**src/rtl/up_control.sv**
```systemverilog
// Sequencing controller for the nibble-instruction datapath: fetch/decode/execute FSM,
// memory read/write handshake with wait-state timeout, halt and sticky error status.
module up_control #(
  parameter int ACK_TIMEOUT = 15,
  parameter int TO_W        = 4
) (
  input  logic       clk,
  input  logic       rst,
  input  logic       start,
  input  logic [3:0] ir,
  input  logic       z,
  input  logic       mem_ack,
  output logic [4:0] op,
  output logic       ir_we,
  output logic       pc_we,
  output logic [2:0] rb_sel_in,
  output logic       rb_we,
  output logic       sp_we,
  output logic       mem_addr_we,
  output logic       mem_rd,
  output logic       mem_wr,
  output logic       halted,
  output logic       err
);

  localparam logic [2:0] S_IDLE = 3'd0;
  localparam logic [2:0] S_FA   = 3'd1;
  localparam logic [2:0] S_FR   = 3'd2;
  localparam logic [2:0] S_PI   = 3'd3;
  localparam logic [2:0] S_EX   = 3'd4;
  localparam logic [2:0] S_LR   = 3'd5;
  localparam logic [2:0] S_SW   = 3'd6;
  localparam logic [2:0] S_HALT = 3'd7;

  localparam bit              TO_EN   = (ACK_TIMEOUT > 0);
  localparam logic [TO_W-1:0] TO_LAST = TO_W'(ACK_TIMEOUT > 0 ? ACK_TIMEOUT - 1 : 0);

  logic [2:0]      state_q, state_d;
  logic [TO_W-1:0] to_cnt_q, to_cnt_d;
  logic            err_q, err_d;
  logic            wait_st;
  logic            timeout;

  assign wait_st = (state_q == S_FR) || (state_q == S_LR) || (state_q == S_SW);
  // The limit cycle is the last one in which mem_ack may still complete normally.
  assign timeout = TO_EN && wait_st && !mem_ack && (to_cnt_q == TO_LAST);

  always_comb begin
    state_d  = state_q;
    err_d    = err_q;
    to_cnt_d = '0;
    if (wait_st && !mem_ack) begin
      to_cnt_d = to_cnt_q + 1'b1;
    end
    case (state_q)
      S_IDLE: if (start) state_d = S_FA;
      S_FA:   state_d = S_FR;
      S_FR:   if (mem_ack) state_d = S_PI;
      S_PI:   state_d = S_EX;
      S_EX: begin
        case (ir)
          4'h7:    state_d = S_LR;
          4'h8:    state_d = S_SW;
          4'hF:    state_d = S_HALT;
          default: state_d = S_FA;
        endcase
      end
      S_LR, S_SW: if (mem_ack) state_d = S_FA;
      S_HALT: state_d = S_HALT;
      default: state_d = S_IDLE;
    endcase
    if (timeout) begin
      state_d = S_HALT;
      err_d   = 1'b1;
    end
  end

  always_comb begin
    op          = 5'b00000;
    ir_we       = 1'b0;
    pc_we       = 1'b0;
    rb_sel_in   = 3'b000;
    rb_we       = 1'b0;
    sp_we       = 1'b0;
    mem_addr_we = 1'b0;
    mem_rd      = 1'b0;
    mem_wr      = 1'b0;
    halted      = 1'b0;
    case (state_q)
      S_FA: begin
        op          = 5'b10100;
        mem_addr_we = 1'b1;
      end
      S_FR: begin
        mem_rd = 1'b1;
        ir_we  = mem_ack;
      end
      S_PI: begin
        op    = 5'b10101;
        pc_we = 1'b1;
      end
      S_EX: begin
        case (ir)
          4'h0, 4'h1, 4'h2, 4'h3: begin
            op        = {3'b000, ir[1:0]};
            rb_sel_in = 3'b101;
            rb_we     = 1'b1;
          end
          4'h4: begin
            op        = 5'b00100;
            rb_sel_in = 3'b100;
          end
          4'h5: begin
            op        = 5'b00101;
            rb_sel_in = 3'b110;
          end
          4'h6: begin
            op        = 5'b00110;
            rb_sel_in = 3'b111;
          end
          4'h7: begin
            op          = 5'b10110;
            mem_addr_we = 1'b1;
          end
          4'h8: begin
            op          = 5'b11001;
            mem_addr_we = 1'b1;
          end
          4'h9: begin
            op    = 5'b10110;
            sp_we = 1'b1;
          end
          4'hA: begin
            op        = 5'b10000;
            rb_sel_in = 3'b100;
            rb_we     = 1'b1;
          end
          4'hB: begin
            op        = 5'b10001;
            rb_sel_in = 3'b100;
            rb_we     = 1'b1;
          end
          4'hC: begin
            op    = 5'b10110;
            pc_we = 1'b1;
          end
          4'hD: begin
            if (z) begin
              op    = 5'b10110;
              pc_we = 1'b1;
            end
          end
          default: ;
        endcase
      end
      S_LR: begin
        mem_rd    = 1'b1;
        rb_sel_in = 3'b001;
        rb_we     = mem_ack;
      end
      S_SW: begin
        op     = 5'b10110;
        mem_wr = 1'b1;
      end
      S_HALT: halted = 1'b1;
      default: ;
    endcase
  end

  assign err = err_q;

  always_ff @(posedge clk or posedge rst) begin
    if (rst) begin
      state_q  <= S_IDLE;
      to_cnt_q <= '0;
      err_q    <= 1'b0;
    end else begin
      state_q  <= state_d;
      to_cnt_q <= to_cnt_d;
      err_q    <= err_d;
    end
  end

endmodule

```
**config.mk**
```make
export PLATFORM = sky130hd
export DESIGN_NAME = up_control
export DESIGN_NICKNAME = d
export VERILOG_FILES = /design/src/rtl/up_control.sv
export SDC_FILE = /design/constraint.sdc
export NUM_CORES = 1
export LEC_CHECK = 0
export CORE_AREA = 4 4 50 52
export DETAILED_ROUTE_END_ITERATION = 7
export DIE_AREA = 0 0 54 56
export PLACE_DENSITY = 0.68
export SYNTH_ARGS = -nofsm -noshare
export SYNTH_HDL_FRONTEND = slang
export SYNTH_SLANG_ARGS = --single-unit
```
**constraint.sdc**
```tcl
create_clock -name clk -period 3.2 [get_ports clk]
set_input_delay 0.64 -clock clk [delete_from_list [all_inputs] [get_ports clk]]
set_output_delay 0.64 -clock clk [all_outputs]
set_load 0.02 [all_outputs]
```
Word-level counts from Yosys, hierarchy flattened
Cells that the tools add are included.
W data, S select, Z words.

word-level totals
  ROM bits = 0
  register bits after elaboration = 8
  bits in latches = 0
  memory bits (writable) = 0
  logic and storage cells = 69
  memories = 0

operators by class
  divide/modulo/power cells = 0
  reduce and logical (&&, ||, !) cells = 15
  mux-type cells = 25
  bitwise logic cells = 0
  eq/ne operators = 25
  $mul = 0
  shift-type cells = 0
  $add $sub $neg = 1
  $lt $le $gt $ge = 0

operator list
  kind                   count
  $pmux W5 S9            1
  $eq A4 B4 Y1 const B   8
  $pmux W3 S7            1
  $pmux W5 S4            1
  $eq A4 B3 Y1 const B   4
  $eq A3 B3 Y1 const B   4
  $mux W3                4
  $pmux W3 S4            1
  $mux W1                9
  $ne A3 B3 Y1 const B   3
  $pmux W3 S3            1
  $eq A4 B2 Y1 const B   2
  $pmux W1 S2            4
  $eq A3 B2 Y1 const B   2
  $pmux W3 S2            1
  $reduce_or A2 Y1       3
  $reduce_or A3 Y1       2
  $reduce_or A6 Y1       1
  $mux W5                1
  $add A4 B1 Y4 const B  1
  $eq A4 B1 Y1 const B   1
  $logic_not A4 Y1       1
  $mux W4                1
  $reduce_or A4 Y1       1
  other kinds (6)        8

Logic depth before layout (Yosys ltp)
Gate-level depths: netlist of the first run.

  word-level depth = 7
  gate-level depth with buffers = 6
  depth with buffers taken out = 6

Least setup slack after synthesis of the first run
OpenSTA, ideal clock, no wires.

  kind = input -> output
  start point = in ir[0]
  end point = out op[1]
  data arrival time = 1.838 ns
  setup slack = 0.722 ns
  stages = 4
  cell sequence = and3b_1 > a2111oi_2 > a211oi_1 > nor4_1

between the ends
  cells in the longest elaborated chain, start to end = 4
  elaborated cells on any way between the ends = 18

RTL lines
  what                                                         RTL line  RTL
  from (decl)                                                  10        input logic [3:0] ir,
  $eq A4 B1 Y1 (tied with other cells)                         103       case (ir)
  $reduce_or A4 Y1 / $reduce_or A3 Y1 (equally long branches)  -
  $pmux W5 S9 (*)                                              103
  $pmux W5 S4 (*)                                              89        case (state_q)
  to (decl)                                                    13        output logic [4:0] op,

Every way passes the cells marked *; elsewhere a longest branch is shown, timed or not.

Worst setup path after layout of the first run
  start point = in ir[0]
  end point = out op[4]

The elaborated chain is that of the path after synthesis.

==> key figures, run 1 <==
Die
  – I/O pin count: 26
  – Core area: 2110 um2
  – Row cnt: 17
  – Die area: 3020 um2
  – Chip height: 56 um
  – Die Wd: 54 um
  – Starting Density: 37.8%

Timing
  – Final hold violation count: 0
  – Worst slew pin tran: 481 ps
  – Fin crit period: 3140 ps
  – Clk_skew: 2.17 ps
  – Finish-stage setup viols: 0
  – Setup_tns: 0 ps
  – Fmax: 0.319 GHz
  – Slew margin rel.: 67.9%
  – Final Max Tran Viols: 0
  – Post-route clock period utilization: 98.0%
  – Hold slack: 486 ps
  – RSZ-0062 raised after global routing: no

Worst setup path
  – R2r setup slk: 1610 ps
  – Start point of the critical path: ir[0]
  – Worst setup path endpoint: op[4]
  – CP Class: in -> out
  – WP data required: 2560 ps
  – Worst reg2reg path endpoint: state_q[1]
  – Critical Path Sink Type: output pin
  – Critical Path AT: 2500 ps
  – R2R cell count: 5
  – Worst Setup Start Kind: input port
  – Worst R2R Start: state_q[0]
  – Maximum fanout along the worst path: 7

Power
  – VDD IR max: 0.000375 V
  – PD cells: 625 nW/um2
  – P_leak: 0.000514 uW

Finish
  – Nets: 156
  – Layout cells sized above 1: 14.1%
  – Syn-to-layout area delta: 45.0%
  – Ant diodes: 0
  – Most common cell after layout, fill and taps aside: clkdlybuf4s50_1
  – Most frequent cells in the layout: clkdlybuf4s50_1, nor2_1, buf_4, nand2_1
  – Finished Layout Cells: 170
  – Design Area, Final: 1150 um2
  – # fillers: 204

Synth
  – Sequential area share after synthesis: 25.2%
  – Avg Cell Area, Syn: 7.23 um2
  – #FFs+latches synth: 8
  – Commonest register cell after synthesis: dfrtp_1
  – Total of warnings raised by yosys: 0
  – Async SR Flop Fraction: 100%
  – Mapped Nets: 122
  – Number of flops mapped to enable cells by yosys: 0
  – Cells after synthesis: 110
  – Mapped Area: 796 um2
  – Unique masters post-synth: 38

Clock tree
  – H-tree levels: 1
  – Post-CTS setup buffer count: 0
  – Root buffer cell: clkbuf_4
  – CTS Hold Bufs: 0
  – Total CTS buffers: 3
  – CTS tree: built
  – Clk buf depth: 2
  – Sink Count: 8
  – Worst-Skew Late Latency: 240 ps
  – Worst-path clk slew: 50 ps

Drt
  – Via count: 880
  – Routed wl met3: 131 um
  – Routed vias/inst: 5.18
  – WL/cell: 13.5 um
  – DRT antenna net count: 0
  – Pre-antenna DRT Iters: 4
  – Final WL: 2300 um
  – Routed met1 length: 1060 um
  – Top layer reached by signal wires: met4
  – Starting DRT DRC Count: 20
  – DRC violations left: 0
  – Met2 WL: 1090 um

Status
  – Status: finished, final reports clean

GRT
  – Total Routing Usage GR: 16.1%
  – Pin count of the biggest net entering global routing: 18
  – Grt ovf: 0
  – Initial antenna violation count: 0
  – Vias in the first global route: 911
  – First-pass GRT wire length: 3820 um

Hold path
  – HP Class: reg -> reg

Placed design
  – DP HPWL: 1800 um
  – DP Cell Count: 167
  – Buffers on Ports: 25
  – Routability Congestion: 0.950
  – DP Area: 1130 um2

Job
  – Max Cap Viol: 0
registers in the layout, indices dropped and copies added (netlist names):
signal,cells
err,1
state_q,3
to_cnt_q,4
power breakdown:
part,switching (uW),total (uW),internal (uW)
Sequential,65.9,192,126
Clock,29.7,72.3,42.6
Combinational,245,457,211
cell families after synthesis:
| group | after synthesis | share of synthesized area [%] |
|---|---|---|
| buffers and inverters | 15 | 8.65 |
| xor gates and xnor gates | 3 | 3.30 |
| DFF | 8 | 25.2 |
| and+or+nand+nor | 53 | 35.4 |
| adders and majority gates | 3 | 4.72 |
| AOI/OAI and AO/OA | 28 | 22.8 |
through the flow:
step	power, uW	utilization, %	worst slack [ps]
after floorplan	474	-	722
after global placement	648	53.6	-0.212
after detailed placement	652	53.6	-70.3
after CTS	726	54.5	15.9
after global routing	779	54.8	25.1
final	721	54.8	63.9
cell type report:
class	count	area, um2	area share (%)
multi-input cells	87	527	45.7
repair buffers	37	343	29.7
flip-flops and latches	8	200	17.4
well taps	28	35.0	3.04
inverters	7	26.3	2.28
clock buffers	3	22.5	1.95
Yosys cell counts, types with 2 or more instances:
cell type  number  area share [%]
o211ai_1        3             2.8
nand2_1        10             4.7
o21ai_0         7             4.4
buf_2           4             2.5
nor3_1          4             2.5
ha_1            3             4.7
nor4_1          4             3.1
dfrtp_1         8              25
buf_4           2             1.9
nand3_1         5             3.1
a21oi_1         8             5.0
clkbuf_1        2            0.94
nand2b_1        3             2.4
a211oi_1        2             1.9
nor2_1         13             6.1
inv_1           6             2.8
nor2b_1         4             3.1
xnor2_1         2             2.2
worst min-delay path by stage:
stage / from / endpoint / slack (ps) / cells past startpoint
floorplan: to_cnt_q[0] / to_cnt_q[0] / 450 / 1
global placement: err / err / 450 / 1
detailed placement: err / err / 450 / 1
CTS: to_cnt_q[0] / to_cnt_q[0] / 490 / 1
global route: err / err / 500 / 1
finish: err / err / 490 / 1
what timing repair did:
| item | 4_1_cts | 5_1_grt |
|---|---|---|
| resized for setup | 2 | 2 |
| endpoints found under the setup margin | 2 | 2 |
| pin swaps | 0 | 0 |
worst max-delay path, cell delays in order:
cell and delay (ps):
clkdlybuf4s50_1 460, buf_4 180, nor2b_1 150, o211ai_1 160, nand3_1 120, a21oi_1 170
clkdlybuf4s50_1 630
routing by layer:
| layer | up-vias | global-route usage (%) |
|---|---|---|
| met5 | - | 0 |
| met4 | 0 | 6.76 |
| met3 | 4 | 2.95 |
| met2 | 29 | 24.7 |
| met1 | 394 | 21.6 |
| li1 | 453 | - |
Note: power is estimated with default switching activity, not from simulation.
==> inputs of run 2 (changes only) <==
--- a/config.mk
+++ b/config.mk
@@ -5,6 +5,7 @@
 export SDC_FILE = /design/constraint.sdc
 export NUM_CORES = 1
 export LEC_CHECK = 0
+export CAP_MARGIN = 10
 export CORE_AREA = 4 4 50 52
 export DETAILED_ROUTE_END_ITERATION = 7
 export DIE_AREA = 0 0 54 56
==> results of run 2 <==
Same layout as run 1: the final DEF is identical, and so are final timing and power.
